## src/rtl/zhq.sv

```systemverilog
// zhq: sequential 8-bit binary to 3-digit BCD converter (double dabble),
// one input bit per clock with a start/busy/done handshake.
//
// Ports:
//   clk     in   1  clock, rising edge
//   rst_n   in   1  synchronous active-low reset
//   start   in   1  conversion request, honoured only while busy=0
//   DataIn  in   8  unsigned value, captured on the accepting edge
//   bai     out  4  hundreds digit (0..2)
//   shi     out  4  tens digit (0..9)
//   ge      out  4  units digit (0..9)
//   busy    out  1  conversion in progress
//   done    out  1  one-cycle pulse, digits updated on the same edge
module zhq (
  input  logic       clk,
  input  logic       rst_n,
  input  logic       start,
  input  logic [7:0] DataIn,
  output logic [3:0] bai,
  output logic [3:0] shi,
  output logic [3:0] ge,
  output logic       busy,
  output logic       done
);

  typedef enum logic [0:0] {
    IDLE  = 1'b0,
    SHIFT = 1'b1
  } state_t;

  state_t      state, state_next;
  logic [19:0] work, work_next;     // {bcd[11:0], bin[7:0]}
  logic [2:0]  cnt, cnt_next;
  logic [11:0] digits, digits_next; // {bai, shi, ge}
  logic        done_next;
  logic [19:0] adjusted;
  logic [19:0] shifted;

  function automatic logic [3:0] add3(input logic [3:0] n);
    return (n >= 4'd5) ? n + 4'd3 : n;
  endfunction

  // All three nibbles are corrected from their pre-shift values in parallel,
  // then the whole register moves left one bit.
  always_comb begin
    adjusted        = work;
    adjusted[19:16] = add3(work[19:16]);
    adjusted[15:12] = add3(work[15:12]);
    adjusted[11:8]  = add3(work[11:8]);
    shifted         = {adjusted[18:0], 1'b0};
  end

  always_comb begin
    state_next  = state;
    work_next   = work;
    cnt_next    = cnt;
    digits_next = digits;
    done_next   = 1'b0;
    unique case (state)
      IDLE: begin
        if (start) begin
          work_next  = {12'h000, DataIn};
          cnt_next   = '0;
          state_next = SHIFT;
        end
      end
      SHIFT: begin
        work_next = shifted;
        cnt_next  = cnt + 3'd1;
        if (cnt == 3'd7) begin
          digits_next = shifted[19:8];
          done_next   = 1'b1;
          state_next  = IDLE;
        end
      end
      default: state_next = IDLE;
    endcase
  end

  always_ff @(posedge clk) begin
    if (!rst_n) begin
      state  <= IDLE;
      work   <= '0;
      cnt    <= '0;
      digits <= '0;
      done   <= 1'b0;
    end else begin
      state  <= state_next;
      work   <= work_next;
      cnt    <= cnt_next;
      digits <= digits_next;
      done   <= done_next;
    end
  end

  assign busy = (state == SHIFT);
  assign bai  = digits[11:8];
  assign shi  = digits[7:4];
  assign ge   = digits[3:0];

endmodule

```

## config.mk

```make
export PLATFORM = sky130hd
export DESIGN_NAME = zhq
export DESIGN_NICKNAME = d
export VERILOG_FILES = /design/src/rtl/zhq.sv
export SDC_FILE = /design/constraint.sdc
export NUM_CORES = 1
export LEC_CHECK = 0
export CORE_MARGIN = 2
export CORE_UTILIZATION = 50
export CTS_BUF_LIST = sky130_fd_sc_hd__clkbuf_8
export DETAILED_ROUTE_END_ITERATION = 12
export PLACE_DENSITY_LB_ADDON = 0.15
export SLEW_MARGIN = 25
export SYNTH_ARGS = -nofsm -noshare
export SYNTH_HDL_FRONTEND = slang
export SYNTH_SLANG_ARGS = --single-unit
export TNS_END_PERCENT = 100
```

## constraint.sdc

```tcl
create_clock -name clk -period 1.75 [get_ports clk]
set_clock_uncertainty 0.05 [all_clocks]
set_input_delay 0.175 -clock clk [delete_from_list [all_inputs] [get_ports clk]]
set_output_delay 0.175 -clock clk [all_outputs]
set_load 0.01 [all_outputs]
```

Yosys cells after proc, flatten, opt, wreduce, memory -nomap -nowiden
Cells that the tools add are included.
Operators by class
  add/subtract/negate cells: 4
  $lt $le $gt $ge: 3
  equality and inequality tests: 2
  multiplexer cells: 11
  bitwise logic cells: 1
  reductions and logical operators: 2
Operator list (number)
  $pmux 20 s2: 1
  $mux 20: 1
  $ge 4x3->1 const B: 3
  $add 4x2->4 const B: 2
  $mux 4: 2
  $mux 3: 2
  $pmux 3 s2: 1
  $reduce_and 2->1: 2
  $add 3x1->3 const B: 1
  $add 3x2->3 const B: 1
  $eq 3x3->1 const B: 1
  $mux 1: 3
  $ne 2x2->1 const B: 1
  $pmux 1 s2: 1
  $not 1->1: 1
Storage, ports and cells
  register bits after elaboration: 37
  input bits: 11
  output and inout port bits: 14
  logic and storage cells: 28

Logic depth before layout (Yosys ltp)
Gate-level depths: netlist (run 1).
  depth after elaboration: 3
  depth in mapped cells: 6
  mapped depth without buffers: 6

Least setup slack after synthesis (run 1)
No wires, ideal clock.
  kind: register to register
  start: reg work[16]
  end: reg work[18]
  setup time: 92 ps
  data arrival time: 1341 ps
  required time: 1608 ps
  setup slack: 267 ps
  cell stages (with the launch flop): 7
  buffers on the path: 0
  clock period less this slack: 1483 ps
  cells stage by stage: dfxtp_1 > inv_1 > ha_1 > nand2b_1 > a21oi_2 > mux2_4 > o32ai_1
On the way
  longest elaborated chain between the ends: 3
  elaborated cells between the ends (all ways): 4
  those cells by class: add/sub: 1; order compare: 1; mux: 2
Ends and longest elaborated chain
  from (decl): RTL line 32  | logic [19:0] work, work_next;
  from (signal assigned): RTL line 89  | work <= work_next;
  $ge 4x3->1 or $add 3x2->3 (tied branches): RTL line 40  | return (n >= 4'd5) ? n + 4'd3 : n;
  $mux 3 *: RTL line 40
  $pmux 20 s2 *: RTL line 59  | unique case (state)
Mark *: on every way between the ends. The rest lies on a longest branch, timed or not.
A chain may end at the register's enable or synchronous reset.

Worst setup path in the final report (run 1)
  start: reg work[8]
  end: reg work[10]
On the way
  longest elaborated chain between the ends: 3
  elaborated cells between the ends (all ways): 4
  those cells by class: add/sub: 1; order compare: 1; mux: 2
Ends and longest elaborated chain (RTL line)
  $add 4x2->4 or $ge 4x3->1 (tied branches): 40
  $mux 4 *: 40
  $pmux 20 s2 *: 59
Marks and branches as above.

==> flow_summary.yaml, run 1 <==
run_status:
  outcome: "finished, final reports clean"
timing:
  fin_crit_ns: 1.61
  tns_ns: 0
  hold_viol: 0
  slew_headroom_pct: 77.4
  fmax_mhz: 623
  setup_viol: 0
  maxSlewViolCount: 0
  worstMarginPinSlew_ns: 0.335
  min_period_over_period_pct: 91.7
die:
  rows: 21
  ioPinCount: 25
  start_util_pct: 51.8
  die_y_microns: 62.6
  die_area_sq_um: 3910
  coreArea_sq_um: 3310
  die_w_microns: 62.6
placed_design:
  dp_hpwl_microns: 2570
  io_buffers: 24
  dpl-instance-area_sq_um: 2020
  place_congestion: 0.829
layout:
  final_cell_area_sq_um: 2110
  fillCellCount: 311
  final_common_cell: "dfxtp_1"
  antenna_cells: 0
  layout_common_cells: "dfxtp_1 (37), clkdlybuf4s50_1 (24), nand2_1 (19)"
  drive_gt1_share_pct: 11.3
  areaGrowthSynthToFinish_pct: 23.4
  final_nets: 232
routing:
  drc: 0
  finalWirelength_microns: 3450
  viasPerCell: 5.27
  first_pass_iters: 4
  ant_nets: 0
  first_iter_violations: 24
  wl_per_cell_microns: 13.3
  vias: 1366
clocking:
  cts_tree: "yes"
  cts.sinks: 37
  post_cts_buffers: 0
  cts_buffers: 5
  root_buffer: "clkbuf_8"
  clkTransAtPathRegs_ns: 0.06
  insertion_delay_ns: 0.29
  ctsHoldBuffers: 0
  cts_repair_resize_count: 0
  cts_max_level: 2
  cts_buffer_depth: 2
setup_path:
  endpoint_kind: "flop"
  path_max_fanout: 5
  path_class: "flop to flop"
  required_ns: 1.89
  worst_setup_path_start_kind: "flop"
  crit_arrival_ns: 1.74
synth:
  ys_seq_area_share_pct: 43.2
  synth_area_leaders: "dfxtp_1 (43%), ha_1 (5.8%), mux2i_1 (5.3%)"
  synth_nets: 202
  ys_types: 29
  synth-seq-cells: 37
  yosys_warnings: 0
  avgSynthCellArea_sq_um: 9.37
  yosysTopAreaCell: "dfxtp_1"
  postSynthCellCount: 183
  yosysTopAreaCellShare_pct: 43.2
  synth_area_sq_um: 1710
power:
  p_leak_nw: 0.781
  power_density_nw_per_um2: 753
  vdd_drop_max_v: 0.000545
grt:
  antenna_found_initial: 0
  grt_max_degree: 18
  track_usage_pct: 19.7
  grt_pass1_wl_microns: 5990
  grt_overflow: 0
  grt_pass1_vias: 1363
flow_run:
  drv_cap: 0
min_path:
  min_path_type: "flop to flop"
==> per-stage QoR <==
stage | utilization (%) | hold slack (ns) | power (mW) | setup WS (ns) | std cells
2_1_floorplan | - | 0.272 | 0.973 | 0.267 | 183
3_3_place_gp | 61.0 | 0.385 | 1.02 | 0.219 | 252
3_5_place_dp | 61.0 | 0.391 | 1.02 | 0.125 | 252
4_1_cts | 63.6 | 0.401 | 1.63 | 0.111 | 259
5_1_grt | 63.9 | 0.414 | 1.67 | -0.00131 | 259
6_report | 63.9 | 0.395 | 1.59 | 0.145 | 259
==> layout make-up <==
class / count / area, sq um / area share, %
inverters: 10 / 37.5 / 1.78
clock buffers: 6 / 82.6 / 3.91
flip-flops and latches: 37 / 741 / 35.0
well taps: 46 / 57.6 / 2.72
clock inverters: 1 / 3.75 / 0.178
repair buffers: 33 / 320 / 15.1
multi-input cells: 126 / 872 / 41.2
==> power breakdown <==
part | leakage [nW] | switching, mW | internal (mW)
registers | 0.300 | 0.0104 | 0.858
logic | 0.433 | 0.0654 | 0.0706
clock network | 0.0485 | 0.281 | 0.306
==> Yosys cell counts, drive strengths merged <==
library cell	n
a21boi	4
a21oi	11
a22o	1
and2	7
buf	7
clkbuf	3
dfxtp	37
ha	8
inv	10
mux2	3
mux2i	9
nand2	19
nand2b	5
nand3	5
nand4	1
nor2	2
nor2b	5
nor3	1
nor3b	10
o21ai	23
o311ai	1
o32ai	7
or2	1
xnor2	3
==> critical path, cell delays in order, from the launching register on <==
cell	delay, ns
dfxtp_1	0.33
inv_1	0.11
ha_1	0.25
nand2b_1	0.11
a21oi_2	0.21
mux2_4	0.32
o32ai_1	0.13
==> routing by layer <==
layer  GRT usage (%)  up-vias  share of wire [%]  wire [microns]
li1                -      692                  -               -
met2            35.2       23                 51            1770
met1            20.6      644                 43            1470
met3            6.67        7                4.2             146
met4            9.44        0                2.0              68
met5               0        -                  0               0
==> sequential cells by signal, summed over array words and instances (netlist names) <==
signal and flops:
busy 1, cnt 3, digits 12, done 1, work 20
==> path summary, 6_finish.rpt <==
check / to / startpoint / depth (start not counted) / slack [ns]
worst min-delay path: digits[2] / digits[2] / 2 / 0.40
worst max register to register: work[10] / work[8] / 6 / 0.14
worst max-delay path: work[10] / work[8] / 6 / 0.14
worst min register to register: digits[2] / digits[2] / 2 / 0.40
==> cells by family (layout without fill, tap and decap cells) <==
kind of cell               after synthesis  after routing  synth area share, %
buffers and inverters                   20             50                 6.50
AOI/OAI and AO/OA                       47             47                 16.9
muxes                                   12             12                 7.88
DFF                                     37             37                 43.2
xor gates and xnor gates                 3              3                 1.53
and+or+nand+nor                         56             56                 18.1
adders and majority gates                8              8                 5.84
(Power assumes the default switching activity.)
==> run 2: changes to the inputs <==
- CORE_UTILIZATION: 50 -> 30
==> run 2 against run 1 <==
Via count is 2.3% lower. First-iteration DRC count grew 33%. Hold slack worse by 0.00063 ns. Non-clock buffer count down 2. Largest power group unchanged. Fmax is 3.4% lower. Clock power up 28%. Sequential power about the same. Core utilization decreased by 25 points. Sequential cell count unchanged.
==> flow_summary.yaml, run 2 (synthesis gave the netlist of run 1 again) <==
layout:
  areaGrowthSynthToFinish_pct: 26.3
  layout_common_cells: "dfxtp_1 (37), clkdlybuf4s50_1 (24), nand2_1 (19)"
  final_cell_area_sq_um: 2160
  largest_register_ffs: 20
  top_regs: "work x20, digits x12, cnt x3"
  antenna_cells: 0
  largest_register: "work"
  final_nets: 230
  drive_gt1_share_pct: 10.4
  final_common_cell: "dfxtp_1"
routing:
  first_pass_iters: 4
  first_iter_violations: 32
  drc: 0
  viasPerCell: 4.70
  vias: 1334
  ant_nets: 0
  finalWirelength_microns: 3600
  wl_per_cell_microns: 12.7
timing:
  worstMarginPinSlew_ns: 0.380
  slew_headroom_pct: 74.6
  rsz0062_at_grt: "false"
  maxSlewViolCount: 0
  fmax_mhz: 602
  min_period_over_period_pct: 95.0
  fin_crit_ns: 1.66
  setup_viol: 0
  hold_viol: 0
  tns_ns: 0
die:
  rows: 27
  start_util_pct: 31.1
  coreArea_sq_um: 5510
  die_area_sq_um: 6330
  die_y_microns: 79.6
  ioPinCount: 25
  die_w_microns: 79.6
min_path:
  min_path_type: "flop to flop"
grt:
  grt_overflow: 0
  antenna_found_initial: 0
  grt_pass1_wl_microns: 6110
  grt_pass1_vias: 1367
  track_usage_pct: 12.5
  grt_max_degree: 34
clocking:
  cts_max_level: 2
  cts.sinks: 37
  insertion_delay_ns: 0.29
  cts_tree: "yes"
  cts_buffer_depth: 2
  root_buffer: "clkbuf_8"
  post_cts_buffers: 0
  cts_buffers: 5
  clkTransAtPathRegs_ns: 0.07
  ctsHoldBuffers: 0
  cts_repair_resize_count: 0
setup_path:
  rrSetupSlack_ns: 0.10
  path_max_fanout: 9
  cpPeakStageDelay_ns: 0.61
  worst_path_dominant_cell_family: "buffers and inverters"
  endpoint_kind: "output pin"
  path_buf_inv: 1
  crit_slowest_cell: "clkdlybuf4s50_1"
  path_class: "flop to output pin"
  worstPathCellList: "clkdlybuf4s50_1"
  required_ns: 1.52
  worst_setup_path_start_kind: "flop"
  crit_arrival_ns: 1.44
power:
  power_density_nw_per_um2: 810
  vdd_drop_max_v: 0.000320
  p_leak_nw: 0.788
placed_design:
  io_buffers: 24
  dpl-instance-area_sq_um: 2050
  dp_hpwl_microns: 2640
  place_congestion: 0.698
flow_run:
  drv_cap: 0
run_status:
  outcome: "finished, final reports clean"
## run 2: cell types whose count changed in the layout (fill, tap and decap cells not counted)
cell	delta
buf_4	-3
a21oi_2	+1
a21oi_4	-1
buf_12	+1
bufinv_16	+1
ha_1	+1
ha_2	-1
## run 2: layer usage
layer | share of wire, % | GRT usage, %
met5 | 0 | 0
met4 | 1.5 | 4.66
met3 | 4.0 | 4.07
met2 | 50 | 22.5
met1 | 45 | 13.6
## run 2: area by class of cell
class	instances	area (sq um)
multi-input combinational	126	862
timing repair buffer	31	318
clock inverter	2	33.8
tap	72	90.1
inverter	10	37.5
fill	540	3340
sequential	37	741
clock buffer	6	82.6
## run 2: final timing paths
| check | depth (start not counted) | startpoint | endpoint |
|---|---|---|---|
| worst max-delay path | 1 | busy | busy |
| worst min-delay path | 2 | digits[6] | digits[6] |
| worst max register to register | 6 | work[16] | work[18] |
| worst min register to register | 2 | digits[6] | digits[6] |
## run 2: power breakdown
group | total (mW) | switching, mW | internal [mW]
Clock | 0.750 | 0.292 | 0.459
Combinational | 0.133 | 0.0623 | 0.0705
Sequential | 0.871 | 0.0130 | 0.858
Total | 1.75 | 0.367 | 1.39
## run 2: stage by stage
step,cells,power [mW],setup slack (ns),util (%),hold slack [ns]
after floorplan,183,0.973,0.267,-,0.272
after global placement,276,1.02,0.195,37.2,0.386
after detailed placement,276,1.03,0.118,37.2,0.390
after CTS,284,1.79,0.0581,39.3,0.401
after global routing,284,1.84,0.00318,39.3,0.425
final,284,1.75,0.0878,39.3,0.395
